`src/rtl/key_debounce.sv`:
```
// Debounced push-button front end: per-key synchroniser, stable-time filter,
// sticky press-event register with write-1-to-clear and a maskable level IRQ.
module key_debounce #(
    parameter int unsigned DB_CYCLES  = 250000,
    parameter bit          ACTIVE_LOW = 1'b1
) (
    input  logic        clk,
    input  logic        sys_rstn,
    input  logic [7:0]  key_raw,
    input  logic [1:0]  Addr,
    input  logic        WE,
    input  logic [31:0] Din,
    output logic [31:0] Dout,
    output logic [7:0]  key_state,
    output logic        IRQ
);

    localparam logic [7:0]  RELEASED_LVL = ACTIVE_LOW ? 8'hFF : 8'h00;
    localparam logic [19:0] CNT_LAST     = 20'(DB_CYCLES - 1);

    localparam logic [1:0] ADDR_STATE = 2'd0;
    localparam logic [1:0] ADDR_EVENT = 2'd1;
    localparam logic [1:0] ADDR_IE    = 2'd2;

    logic [7:0]  sync1_q, sync2_q;
    logic [7:0]  sync_n;
    logic [19:0] cnt_q [8];
    logic [19:0] cnt_d [8];
    logic [7:0]  state_q, state_d;
    logic [7:0]  event_q, event_d;
    logic [7:0]  ie_q, ie_d;
    logic        irq_q, irq_d;
    logic [7:0]  clr_mask;
    logic        wr_event, wr_ie;
    logic        unused_din;

    // Upper write-data bits have no destination in this register map.
    assign unused_din = ^Din[31:8];

    // Flops reset to the released pin level so a held key after reset
    // looks like a fresh press and gets filtered again.
    always_ff @(posedge clk or negedge sys_rstn) begin
        if (!sys_rstn) begin
            sync1_q <= RELEASED_LVL;
            sync2_q <= RELEASED_LVL;
        end else begin
            sync1_q <= key_raw;
            sync2_q <= sync1_q;
        end
    end

    assign sync_n = ACTIVE_LOW ? ~sync2_q : sync2_q;

    always_comb begin
        state_d = state_q;
        for (int i = 0; i < 8; i++) begin
            cnt_d[i] = cnt_q[i];
            if (sync_n[i] == state_q[i]) begin
                cnt_d[i] = '0;
            end else if (cnt_q[i] == CNT_LAST) begin
                state_d[i] = sync_n[i];
                cnt_d[i]   = '0;
            end else begin
                cnt_d[i] = cnt_q[i] + 20'd1;
            end
        end
    end

    assign wr_event = WE && (Addr == ADDR_EVENT);
    assign wr_ie    = WE && (Addr == ADDR_IE);
    assign clr_mask = wr_event ? Din[7:0] : 8'h00;

    // A press accepted on the same edge as a clear of that bit wins.
    assign event_d = (event_q & ~clr_mask) | (state_d & ~state_q);
    assign ie_d    = wr_ie ? Din[7:0] : ie_q;
    assign irq_d   = |(event_q & ie_q);

    always_ff @(posedge clk or negedge sys_rstn) begin
        if (!sys_rstn) begin
            for (int i = 0; i < 8; i++) begin
                cnt_q[i] <= '0;
            end
            state_q <= '0;
            event_q <= '0;
            ie_q    <= '0;
            irq_q   <= 1'b0;
        end else begin
            for (int i = 0; i < 8; i++) begin
                cnt_q[i] <= cnt_d[i];
            end
            state_q <= state_d;
            event_q <= event_d;
            ie_q    <= ie_d;
            irq_q   <= irq_d;
        end
    end

    always_comb begin
        Dout = 32'h0;
        case (Addr)
            ADDR_STATE: Dout = {24'h0, state_q};
            ADDR_EVENT: Dout = {24'h0, event_q};
            ADDR_IE:    Dout = {24'h0, ie_q};
            default:    Dout = 32'h0;
        endcase
    end

    assign key_state = state_q;
    assign IRQ       = irq_q;

endmodule

```
`config.mk`:
```
export PLATFORM = sky130hd
export DESIGN_NAME = key_debounce
export DESIGN_NICKNAME = d
export VERILOG_FILES = /design/src/rtl/key_debounce.sv
export SDC_FILE = /design/constraint.sdc
export NUM_CORES = 1
export LEC_CHECK = 0
export CAP_MARGIN = 20
export CORE_UTILIZATION = 25
export DETAILED_ROUTE_END_ITERATION = 16
export GPL_TIMING_DRIVEN = 0
export PLACE_DENSITY = 0.41
export SKIP_LAST_GASP = 1
export SLEW_MARGIN = 20
export SYNTH_ARGS = -nofsm -noshare
export SYNTH_HDL_FRONTEND = slang
export SYNTH_SLANG_ARGS = --single-unit
```
`constraint.sdc`:
```
create_clock -name clk -period 5.54 [get_ports clk]
set_input_delay 0.554 -clock clk [delete_from_list [all_inputs] [get_ports clk]]
set_output_delay 0.554 -clock clk [all_outputs]
set_load 0.005 [all_outputs]
```
**Word-level counts from Yosys, hierarchy flattened**

Index checks and enable logic that the tools add are counted.

- Logic and storage cells: 85
- Input bits: 45
- Register bits after elaboration: 201
- Output and inout port bits: 41

- Reduce and logical (&&, ||, !) cells: 4
- Eq/ne operators: 18
- Bitwise operators: 7
- Add/subtract/negate cells: 8
- Muxes and demuxes: 34

Operators with widths:

| operator | number |
|---|---|
| $mux W20 | 16 |
| $add A20 B1 Y20 const B | 8 |
| $eq A20 B18 Y1 const B | 8 |
| $and A8 B8 Y8 | 3 |
| $not A8 Y8 | 3 |
| $pmux W8 S3 | 1 |
| $mux W1 | 16 |
| $eq A1 B1 Y1 | 8 |
| $mux W8 | 1 |
| $or A8 B8 Y8 | 1 |
| $reduce_or A8 Y1 | 1 |
| $eq A2 B1 Y1 const B | 1 |
| $eq A2 B2 Y1 const B | 1 |
| $logic_and A1 B1 Y1 | 2 |
| $logic_not A2 Y1 | 1 |

**Depth between registers and ports, before layout**

- Depth in word-level cells: 6
- Gate-level depth with buffers: 7
- Mapped depth without buffers: 5

**Worst setup path before layout**

OpenSTA, ideal clock, no wires.

- Path type: input to output
- Start point: input Addr[1]
- End point: output Dout[0]
- Path buffers: 3
- Data required time: 4.986 ns
- Stages on the path: 6
- Data arrival time: 1.604 ns
- Setup slack: 3.382 ns
- Cell sequence: clkbuf_1 -> nor2b_1 -> clkbuf_1 -> clkbuf_1 -> nand2_1 -> o21ai_0

- Longest elaborated chain between the ends: 2
- Elaborated cells on any way between the ends: 4
- Those cells by class: eq/ne: 2; mux: 1; reduce/logical: 1

Ends and longest elaborated chain:

| what | RTL line | source |
|---|---|---|
| start: declaration | 10 | `input logic [1:0] Addr,` |
| $eq A2 B2 Y1, or another cell as far along | 100 | `case (Addr)` |
| $pmux W8 S3 (*) | 100 |  |
| end: declaration | 13 | `output logic [31:0] Dout,` |

Mark *: on every way between the ends. The rest lies on a longest branch, timed or not.

**Worst setup path after layout**

- Start point: input Addr[0]
- End point: output Dout[6]

The elaborated chain is that of the path after synthesis.

==> results.sh <==
export IMPL_drt_iter0_markers=325
export IMPL_fp_dieW_um=199.0
export IMPL_drive_gt1_share_pct=9.358
export IMPL_drtPass1Iterations=5
export IMPL_whs_ns=0.3538
export IMPL_vdd_drop_max_mv=0.1939
export IMPL_core_area_um2=37930
export IMPL_crit_family="buffers and inverters"
export IMPL_critPathRequiredTime_ns=4.99
export IMPL_first_global_vias=6989
export IMPL_yosysTopAreaCell="dfrtp_1"
export IMPL_fin_nets=1123
export IMPL_pre_cts_slack_ns=1.813
export IMPL_syn_inst=981
export IMPL_antenna_left=0
export IMPL_cts_buffers=26
export IMPL_cap_violations=0
export IMPL_end_kind="output pin"
export IMPL_dr_total_vias=7159
export IMPL_status="finished clean"
export IMPL_rsz0062_at_grt="no"
export IMPL_cp_start_kind="input port"
export IMPL_num_antenna_cells=0
export IMPL_num_rows=71
export IMPL_cp_buffers_inverters=4
export IMPL_hold_viol_final=0
export IMPL_synth_cell_area_um2=9699
export IMPL_slew_headroom_pct=31.49
export IMPL_clk_latency_ns=0.52
export IMPL_tns_ns=0
export IMPL_power_density_nw_per_um2=291.0
export IMPL_crit_path_top_delay_cell="clkdlybuf4s50_1"
export IMPL_setup_viol=0
export IMPL_top_layer_used="met4"
export IMPL_cts_root_buf="clkbuf_16"
export IMPL_hold_path_class="register to register"
export IMPL_power_mw=3.410
export IMPL_htreeDepth=1
export IMPL_reg2reg_from="cnt_q[60]"
export IMPL_crit_chain="clkdlybuf4s50_1, nor2b_1, clkbuf_1, clkbuf_1, nand2_1, o21ai_0, clkdlybuf4s50_1"
export IMPL_dp_hpwl_mm=15.12
export IMPL_p_leak_nw=4.580
export IMPL_hold_path_startpoint="sync1_q[7]"
export IMPL_tightest_slew_ns=1.016
export IMPL_place_congestion=0.7519
export IMPL_grt_start_max_net_pins=74
export IMPL_synth_top_area_share_pct=47.73
export IMPL_ys_seq_area_share_pct=52.06
export IMPL_wl_met2_mm=9.882
export IMPL_cts_clk_slew_worst_paths_ns=0.05
export IMPL_clock_fmax_ghz=0.2690
export IMPL_area_delta_synth_final_pct=20.82
export IMPL_vias_per_cell=4.472
export IMPL_cts_sinks=201
export IMPL_start_util_pct=25.57
export IMPL_cts_tree="built"
export IMPL_fin_crit_ns=3.718
export IMPL_max_stage_delay_ns=0.70
export IMPL_ios=86
export IMPL_track_usage_pct=11.86
export IMPL_criticalPathCategory="input port to output pin"
export IMPL_slew_viol_final=0
export IMPL_cts_resized=0
export IMPL_finalClockSkew_ns=0.007173
export IMPL_grt_overflow=0
export IMPL_wl_met3_um=817
export IMPL_avgRoutedWirePerCell_um=14.09
export IMPL_synth_seq_cells=201
export IMPL_crit_path_max_fanout=10
export IMPL_drc=0
export IMPL_die_area_um2=39590
export IMPL_clockBufferDepth=3
export IMPL_drt_met1_wl_mm=11.36
export IMPL_die_h_um=199.0
export IMPL_wl_mm=22.55
export IMPL_synth_cell_types=46
export IMPL_fin_crit_sh_pct=67.11
export IMPL_synth_warnings=0
export IMPL_syn_avg_cell_area_um2=9.887
export IMPL_grt_pass1_wl_mm=37.83
export IMPL_critical_path_arrival_ns=3.16
export IMPL_ys_top_cells_by_area="dfrtp_1, xnor2_1, nor2_1"
export IMPL_grt_antenna_before_repair=0
export IMPL_fin_ws_ns=1.822
export IMPL_critical_path_startpoint="Addr[0]"
export IMPL_portBuffers=35
[power breakdown]
group	switching [mW]	leakage [nW]	total, mW	internal, mW
Sequential	0.0279	2.72	1.53	1.51
Clock	0.652	0.424	1.72	1.07
Combinational	0.0920	1.44	0.159	0.0669
[cell usage in the layout, fill, tap and decap left out, types with 8 or more instances in the layout]
| master | n |
|---|---|
| nand3_1 | 63 |
| clkbuf_16 | 27 |
| or4_1 | 18 |
| dfstp_2 | 16 |
| conb_1 | 24 |
| a21oi_1 | 44 |
| xnor2_1 | 80 |
| nand2_1 | 53 |
| buf_4 | 24 |
| and3_1 | 10 |
| o31ai_1 | 8 |
| xor2_1 | 26 |
| inv_1 | 44 |
| dfrtp_1 | 185 |
| nor4_1 | 33 |
| nor4b_1 | 9 |
| nor2_1 | 133 |
| ha_1 | 8 |
| or3_1 | 34 |
| clkbuf_1 | 24 |
| o21ai_0 | 42 |
| nor3_1 | 28 |
| nand4_1 | 35 |
| mux2i_1 | 15 |
| mux2_2 | 8 |
| clkdlybuf4s50_1 | 34 |
[area by class of cell]
cell class | count | area (um2)
tap | 511 | 639.4
clock inverter | 5 | 77.57
timing repair buffer | 38 | 420.4
multi-input combinational | 718 | 4323
fill | 3978 | 26210
sequential | 201 | 5050
buffer | 41 | 247.7
inverter | 44 | 165.2
clock buffer | 43 | 795.8
[metrics by stage]
stage	cells	cell area, um2	utilization (%)
2_1_floorplan	1004	9786	-
3_3_place_gp	1550	10780	28.41
3_5_place_dp	1552	10840	28.56
4_1_cts	1601	11720	30.89
5_1_grt	1601	11720	30.89
6_report	1601	11720	30.89
[path summary, 6_finish.rpt]
check                                  end  depth (start not counted)  slack, ns
worst max-delay path               Dout[6]                          7       1.82
worst min-delay path            sync2_q[7]                          0       0.35
worst max register to register   cnt_q[73]                          7       2.96
worst min register to register  sync2_q[7]                          0       0.35
max in group asynchronous       sync2_q[7]                          3       4.19
min in group asynchronous       cnt_q[147]                          2       0.55
[metal layers]
| metal | up-vias | global-route usage [%] |
|---|---|---|
| met2 | 93 | 18.60 |
| met5 | - | 0 |
| met3 | 35 | 1.916 |
| met1 | 3433 | 16.81 |
| met4 | 0 | 3.134 |
| li1 | 3598 | - |
[what timing repair did]
| action | 4_1_cts | 5_1_grt |
|---|---|---|
| endpoints found under the hold margin | 20 | 0 |
| hold buffers | 1 | 0 |
| setup buffers | 0 | 0 |
[Yosys cell counts (all sizes together)]
master / instances
a21o: 2
a21oi: 44
a22o: 6
a22oi: 4
a31o: 1
a31oi: 2
and2: 6
and3: 10
and4: 3
and4bb: 1
buf: 27
clkbuf: 14
conb: 1
dfrtp: 185
dfstp: 16
ha: 8
inv: 44
mux2: 8
mux2i: 15
nand2: 53
nand2b: 2
nand3: 63
nand3b: 2
nand4: 36
nor2: 133
nor2b: 3
nor3: 28
nor4: 33
nor4b: 9
nor4bb: 1
o21ai: 44
o21bai: 1
o31ai: 10
o41ai: 3
or2: 3
or3: 34
or4: 18
or4b: 2
xnor2: 80
xor2: 26
[sequential cells by signal (all words and copies together) (netlist names)]
| signal | count |
|---|---|
| cnt_q | 160 |
| sync1_q | 8 |
| IRQ | 1 |
| event_q | 8 |
| ie_q | 8 |
| key_state | 8 |
| sync2_q | 8 |
[cell families after synthesis]
kind of cell,count (synthesis),synth area share (%)
multiplexers,23,2.477
buffers and inverters,85,4.257
other,1,0.03866
adder cells (fa/ha/maj),8,1.032
XOR/XNOR,106,9.572
AND/OR/NAND/NOR,440,23.22
flip-flops,201,52.06
AO/OA/AOI/OAI,117,7.340
[worst reg2reg max path, delay by kind of cell, from the launching register on]
| family | cells | cell delay (ns) |
|---|---|---|
| AO/OA/AOI/OAI | 1 | 0.69 |
| adder cells (fa/ha/maj) | 1 | 0.22 |
| buffers and inverters | 2 | 0.71 |
| flip-flops | 1 | 0.40 |
| AND/OR/NAND/NOR | 3 | 0.42 |
(Power assumes the default switching activity.)
